## src/rtl/bit_serializer_pkg.sv

```systemverilog
// Shared sequencing definitions for the serializer and the 1011 detector bench.
// State encodings are plain localparams so the detector side can reuse them
// without depending on the enum type.
package bit_serializer_pkg;

  localparam int DEFAULT_WIDTH = 8;

  localparam logic [1:0] ST_IDLE_ENC   = 2'd0;
  localparam logic [1:0] ST_SHIFT_ENC  = 2'd1;
  localparam logic [1:0] ST_PARITY_ENC = 2'd2;

  typedef enum logic [1:0] {
    IDLE   = ST_IDLE_ENC,
    SHIFT  = ST_SHIFT_ENC,
    PARITY = ST_PARITY_ENC
  } state_e;

endpackage

```

## src/rtl/bit_serializer_down_counter.sv

```systemverilog
// Loadable down-counter with zero flag; parks at zero instead of wrapping.
module down_counter #(
  parameter int CW = 3
) (
  input  logic          clk,
  input  logic          rst,
  input  logic          load_i,
  input  logic [CW-1:0] load_val_i,
  input  logic          dec_i,
  output logic [CW-1:0] count_o,
  output logic          zero_o
);

  logic [CW-1:0] count_q;

  // Load has priority over decrement; decrement stops at zero.
  always_ff @(posedge clk or posedge rst) begin
    if (rst) begin
      count_q <= '0;
    end else if (load_i) begin
      count_q <= load_val_i;
    end else if (dec_i && (count_q != '0)) begin
      count_q <= count_q - 1'b1;
    end
  end

  assign count_o = count_q;
  assign zero_o  = (count_q == '0);

endmodule

```

## src/rtl/bit_serializer.sv

```systemverilog
// Parallel-to-serial feeder for the 1011 sequence detector.
// Optional even-parity bit after each word: define SERIALIZER_PARITY_EN.
//
// state  | meaning
// IDLE   | no word in flight, ready for a new word, serial_out at IDLE_LEVEL
// SHIFT  | one data bit per cycle; counter==0 marks the last data bit
// PARITY | even-parity bit of the captured word (SERIALIZER_PARITY_EN only)
module bit_serializer
  import bit_serializer_pkg::*;
#(
  parameter int WIDTH      = DEFAULT_WIDTH,
  parameter bit MSB_FIRST  = 1'b1,
  parameter bit IDLE_LEVEL = 1'b0
) (
  input  logic             clk,
  input  logic             rst,
  input  logic [WIDTH-1:0] data_in,
  input  logic             load_valid,
  output logic             load_ready,
  output logic             serial_out,
  output logic             serial_valid,
  output logic             done
);

  localparam int            CW       = $clog2(WIDTH);
  localparam logic [CW-1:0] CNT_LOAD = CW'(WIDTH - 1);

  state_e           state_q, state_d;
  logic [WIDTH-1:0] shreg_q, shreg_d;
  logic             serial_q, serial_d;
  logic             valid_q, valid_d;
  logic             done_q, done_d;
  logic [CW-1:0]    cnt;
  logic             cnt_zero;
  logic             cnt_load;
  logic             cnt_dec;
  logic             accept;
`ifdef SERIALIZER_PARITY_EN
  logic             parity_q, parity_d;
`endif

  // Bit that leaves first, and the word left behind once it has gone.
  function automatic logic head_bit(input logic [WIDTH-1:0] w);
    return MSB_FIRST ? w[WIDTH-1] : w[0];
  endfunction

  function automatic logic [WIDTH-1:0] drop_head(input logic [WIDTH-1:0] w);
    return MSB_FIRST ? (w << 1) : (w >> 1);
  endfunction

  down_counter #(.CW(CW)) u_cnt (
    .clk        (clk),
    .rst        (rst),
    .load_i     (cnt_load),
    .load_val_i (CNT_LOAD),
    .dec_i      (cnt_dec),
    .count_o    (cnt),
    .zero_o     (cnt_zero)
  );

  // Ready in IDLE and during the final cycle of a word (back-to-back window).
  always_comb begin
    load_ready = 1'b0;
    case (state_q)
      IDLE:   load_ready = 1'b1;
`ifdef SERIALIZER_PARITY_EN
      SHIFT:  load_ready = 1'b0;
      PARITY: load_ready = 1'b1;
`else
      SHIFT:  load_ready = cnt_zero;
`endif
      default: load_ready = 1'b0;
    endcase
  end

  assign accept = load_valid && load_ready;

  // Next state and next registered outputs; an accepted word overrides all.
  always_comb begin
    state_d  = state_q;
    shreg_d  = shreg_q;
    serial_d = IDLE_LEVEL;
    valid_d  = 1'b0;
    done_d   = 1'b0;
    cnt_load = 1'b0;
    cnt_dec  = 1'b0;
`ifdef SERIALIZER_PARITY_EN
    parity_d = parity_q;
`endif
    case (state_q)
      IDLE: ;
      SHIFT: begin
        if (!cnt_zero) begin
          serial_d = head_bit(shreg_q);
          shreg_d  = drop_head(shreg_q);
          valid_d  = 1'b1;
          cnt_dec  = 1'b1;
`ifndef SERIALIZER_PARITY_EN
          done_d   = (cnt == CW'(1));
`endif
        end else begin
`ifdef SERIALIZER_PARITY_EN
          state_d  = PARITY;
          serial_d = parity_q;
          valid_d  = 1'b1;
          done_d   = 1'b1;
`else
          state_d  = IDLE;
`endif
        end
      end
`ifdef SERIALIZER_PARITY_EN
      PARITY: state_d = IDLE;
`endif
      default: state_d = IDLE;
    endcase

    if (accept) begin
      state_d  = SHIFT;
      serial_d = head_bit(data_in);
      shreg_d  = drop_head(data_in);
      valid_d  = 1'b1;
      done_d   = 1'b0;
      cnt_load = 1'b1;
`ifdef SERIALIZER_PARITY_EN
      parity_d = ^data_in;
`endif
    end
  end

  // State, shift register and registered serial outputs.
  always_ff @(posedge clk or posedge rst) begin
    if (rst) begin
      state_q  <= IDLE;
      shreg_q  <= '0;
      serial_q <= IDLE_LEVEL;
      valid_q  <= 1'b0;
      done_q   <= 1'b0;
`ifdef SERIALIZER_PARITY_EN
      parity_q <= 1'b0;
`endif
    end else begin
      state_q  <= state_d;
      shreg_q  <= shreg_d;
      serial_q <= serial_d;
      valid_q  <= valid_d;
      done_q   <= done_d;
`ifdef SERIALIZER_PARITY_EN
      parity_q <= parity_d;
`endif
    end
  end

  assign serial_out   = serial_q;
  assign serial_valid = valid_q;
  assign done         = done_q;

endmodule

```

## config.mk

```make
export PLATFORM = sky130hd
export DESIGN_NAME = bit_serializer
export DESIGN_NICKNAME = d
export VERILOG_FILES = /design/src/rtl/bit_serializer_pkg.sv /design/src/rtl/bit_serializer_down_counter.sv /design/src/rtl/bit_serializer.sv
export SDC_FILE = /design/constraint.sdc
export NUM_CORES = 1
export LEC_CHECK = 0
export BUFFER_PORTS_ARGS = -buffer_cell sky130_fd_sc_hd__buf_4
export CAP_MARGIN = 20
export CORE_MARGIN = 5
export CORE_UTILIZATION = 45
export CTS_CLUSTER_SIZE = 10
export DETAILED_ROUTE_END_ITERATION = 8
export GPL_TIMING_DRIVEN = 0
export PLACE_DENSITY = 0.71
export REMOVE_ABC_BUFFERS = 1
export SETUP_SLACK_MARGIN = 0.2
export SYNTH_ARGS = -nofsm -noshare
export SYNTH_HDL_FRONTEND = slang
export SYNTH_SLANG_ARGS = --single-unit
```

## constraint.sdc

```tcl
create_clock -name clk -period 1.24 [get_ports clk]
set_input_delay 0.248 -clock clk [delete_from_list [all_inputs] [get_ports clk]]
set_output_delay 0.248 -clock clk [all_outputs]
set_load 0.005 [all_outputs]
```

======== Word level (Yosys, flattened, before mapping) ========
Index checks and enable logic that the tools add are counted.
storage, ports and cells
  register bits ........................... 16
  input bits .............................. 11
operators by class
  add/sub/neg operators ................... 1
  equal/unequal tests ..................... 5
  multiplexer cells ....................... 19
  reduce and logical (&&, ||, !) cells .... 9
operators by type and width
  cell                 count
  $mux 8               3
  $mux 1               10
  $mux 3               2
  $mux 2               2
  $pmux 2 s2           1
  $reduce_and 2->1     2
  $reduce_bool 2->1    2
  $eq 3x1->1 const B   1
  $logic_not 3->1      1
  $ne 3x3->1 const B   1
  $reduce_bool 3->1    1
  $sub 3x1->3 const B  1
  $eq 2x1->1 const B   1
  $logic_and 1x1->1    2
  $logic_not 2->1      1
  $ne 2x1->1 const B   1
  $ne 2x2->1 const B   1
  $pmux 1 s2           1

======== Depth between registers and ports, before layout ========
  word-level depth ........................ 6
  depth in mapped cells ................... 8
  gate-level depth less buffers ........... 7

======== By module ========
A second synthesis with hierarchy kept.
second synthesis, totals
  cells, all modules ...................... 58
  area total of the unflattened synthesis .. 747.0 sq um
modules (own cells, without submodules)
  module          times used  cells each  area an instance (sq um)  seq. area each (sq um)
  bit_serializer  1           38          553.0                     275.3
  down_counter    1           20          193.9                     75.1

======== Least setup slack after synthesis ========
No wires, ideal clock.
  path kind ............................... reg2reg
  start point ............................. reg u_cnt.count_q[0], in the netlist u_cnt.count_o[0]
  end point ............................... reg u_cnt.count_q[1], in the netlist u_cnt.count_o[1]
  setup time .............................. 0.129 ns
  arrival time ............................ 1.229 ns
  slack ................................... -0.117 ns
  cell stages (with the launch flop) ...... 9
  cells stage by stage .................... dfrtp_1 inv_1 ha_1 ha_1 nor2b_4 buf_6 inv_2 o21ai_0 o21ai_0
between the ends
  word-level cells in the longest chain between the ends .. 5
ends and longest elaborated chain
  item                                         RTL line                           RTL
  start: declaration                           bit_serializer_down_counter.sv:14  logic [CW-1:0] count_q;
  start signal: assignment                     bit_serializer_down_counter.sv:21  count_q <= load_val_i;
  start signal: assignment                     bit_serializer_down_counter.sv:23  count_q <= count_q - 1'b1;
  $logic_not 3->1 *                            bit_serializer_down_counter.sv:28  assign zero_o = (count_q == '0);
  $pmux 1 s2 *                                 bit_serializer.sv:64               case (state_q)
  named net load_ready                         bit_serializer.sv:19               output logic load_ready,
  $logic_and 1x1->1 *                          bit_serializer.sv:76               assign accept = load_valid && load_ready;
  $mux 1 *                                     bit_serializer.sv:118              if (accept) begin
  $mux 3 or $reduce_bool 2->1 (tied branches)  --
The timed path passes the listed nets; every way through them passes the cells marked *. The select of a mux whose other input is x is not followed.
A chain may end at the register's enable or synchronous reset.

======== Worst setup path after layout ========
  start point ............................. reg u_cnt.count_q[0], in the netlist u_cnt.count_o[0]
  end point ............................... out load_ready
between the ends
  word-level cells in the longest chain between the ends .. 2
ends and longest elaborated chain
  item              RTL line
  $logic_not 3->1   bit_serializer_down_counter.sv:28
  $pmux 1 s2        bit_serializer.sv:64
  end: declaration  bit_serializer.sv:19
No other way between the ends.

==> impl_results.md <==
- Status: finished, violations left
- Failing checks: negative hold slack, negative setup slack
- RePlAce Congestion: 0.696
- Number of diodes: 0
- DP Area: 743 um^2
- Most frequent cells in the layout: dfrtp_1, buf_4, nand2_1
- Final Instance Area: 901 um^2
- Final Util: 67.5%
- Peak supply drop: 1460 uV
- Critical Path End Type: primary output
- Slew headroom: 64.2%
- Final period utilization: 124%
- Initial antenna violation count: 0
- Die height: 48.1 um
- Final hold violation count: 7
- Seq/Total Area, Yosys: 53.6%
- Static leakage: 0.000461 uW
- Post-synthesis cell type count: 17
- Htree depth: 1
- Post-CTS Hold Buffers: 0
- Ys Warns: 0
- FILL cells: 110
- DR iter-0 viols: 2
- Vias in the first global route: 453
- Hold WS: -0.00150 ns
- #FFs+latches synth: 14
- Wirelength, routed: 1.23 mm
- Crit Path Category: reg2out
- Aggregate global-route resource usage: 13.5%
- Vias: 466
- Tightest Pin Transition: 0.537 ns
- Root Driver: clkbuf_4
- Vias per cell: 5.01
- # port buffers: 14
- Cell area after synthesis: 653 um^2
- Final nets: 93
- Antenna Violating Nets Remaining: 0
- Wire length per cell: 13.3 um
- DP HPWL: 785 um
- CP max FO: 2
- Pwr/cell area: 2440 mW/mm^2
- Core Box Area: 0.00133 mm^2
- CP Launch Type: register
- Layout cells sized above 1: 42.3%
- Peak Freq: 651 MHz
- Clock transition at the registers of the reported paths: 0.09 ns
- DR pass1 iterations: 3
- Die area: 0.00231 mm^2
- Avg Synthesized Cell Area: 11.3 um^2
- Cells after Synth: 58
- Cts bufs inserted: 3
- Die W: 48.1 um
- Max-Cap Viols: 0
- FP Rows: 13
- Initial core utilization: 49.0%
- Area delta synth->final: 37.9%
- Slowest cell delay on critical path: 0.37 ns
- Critical path's most frequent cell: ha_4
- Residual DRC count: 0
- Crit-path slowest cell: dfrtp_1
- Later-pin clock latency in the skew report: 0.28 ns
- Largest net degree at the start of global routing: 15
- Fin crit period: 1.54 ns
- Final worst slack: -0.296 ns
- Crit-path cells: inv_2 > ha_4 > ha_4 > nor2b_4 > inv_4 > buf_6
- Commonest non-fill, non-tap cell in the layout: dfrtp_1
- Max-slew violations: 0
- First-pass GRT wire length: 2.04 mm
- Clock skew: 0.00714 ns
- GRT overflow: 0
- WP data arrival: 1.29 ns
- I/O pins: 15
- Final-report setup violation count: 13
- RSZ-0062 raised after global routing: true
- Dpl ws: -0.546 ns
- WP data required: 0.99 ns
- Hold Crit Class: in2async
- TritonCTS clock tree: built
- Sink Count: 14
- Clock tree buffer depth: 2
==> cell type report <==
| cell class | count | area (um^2) | area share [%] |
|---|---|---|---|
| Multi-Input combinational cell | 36 | 279 | 31.0 |
| Timing Repair Buffer | 19 | 195 | 21.7 |
| Inverter | 5 | 21.3 | 2.36 |
| Tap cell | 15 | 18.8 | 2.08 |
| Clock buffer | 4 | 36.3 | 4.03 |
| Sequential cell | 14 | 350 | 38.9 |
==> logic make-up after synthesis <==
logic type	synth area share [%]
AO/OA/AOI/OAI	10.2
adder cells (fa/ha/maj)	5.75
buffers and inverters	8.04
flip-flops	53.6
multiplexers	10.7
AND/OR/NAND/NOR	11.7
==> critical path, delay by kind of cell (launching register included) <==
| family | cells | cell delay, ns |
|---|---|---|
| and+or+nand+nor | 1 | 0.13 |
| DFF | 1 | 0.37 |
| adders and majority gates | 2 | 0.30 |
| buffers and inverters | 3 | 0.19 |
==> registers in the layout, indices dropped and copies added, names as in the netlist <==
signal,flops
done,1
serial_out,1
serial_valid,1
shreg_q,7
state_q,1
u_cnt.count_o,3
==> final timing paths <==
| check | from | endpoint | slack (ns) | cells past startpoint |
|---|---|---|---|---|
| hold / removal | rst | shreg_q[3] | -0.002 | 2 |
| setup reg to reg | u_cnt.count_o[0] | u_cnt.count_o[0] | -0.19 | 7 |
| min in group clk | data_in[7] | serial_out | 0.20 | 3 |
| hold reg to reg | shreg_q[7] | serial_out | 0.49 | 2 |
| setup / recovery | u_cnt.count_o[0] | load_ready | -0.30 | 6 |
| max in group asynchronous | rst | done | 0.88 | 2 |
==> per-stage QoR <==
stage	cells	TNS (ns)	total power, uW
final	93	-2.09	2200
after global routing	93	-3.04	2380
after CTS	93	-2.37	2200
after detailed placement	84	-4.86	1390
after global placement	84	-4.49	1360
after floorplan	55	-2.18	1160
==> Yosys cell counts, drive strengths merged <==
master	count	area, um^2
a21oi	1	5.00
and3	1	6.26
buf	3	33.8
dfrtp	14	350
ha	3	37.5
inv	5	18.8
mux2i	7	70.1
nand2	8	30.0
nand2b	2	12.5
nand3	1	5.00
nor2	1	3.75
nor2b	1	13.8
nor3	1	5.00
o21ai	10	61.3
==> routing by layer <==
layer  vias to the layer above  track usage, %  share of wire (%)  routed length (um)
li1                        230               -                  -                   -
met1                       224            18.5                 46                 573
met2                        12            19.8                 48                 591
met3                         0            2.58                5.6                  69
met4                         0            8.06                  0                   0
met5                         -               0                  0                   0
==> power breakdown <==
part	switching, uW	total (uW)	internal [uW]
Sequential	94.4	736	642
Clock	155	333	179
Combinational	472	1130	659
==> repair_timing <==
action                                  CTS  global route
resized for setup                        14             4
pin swaps                                 1             2
setup buffers                             4             0
gates cloned                              1             0
endpoints found under the setup margin   17            18
(Power assumes the default switching activity.)
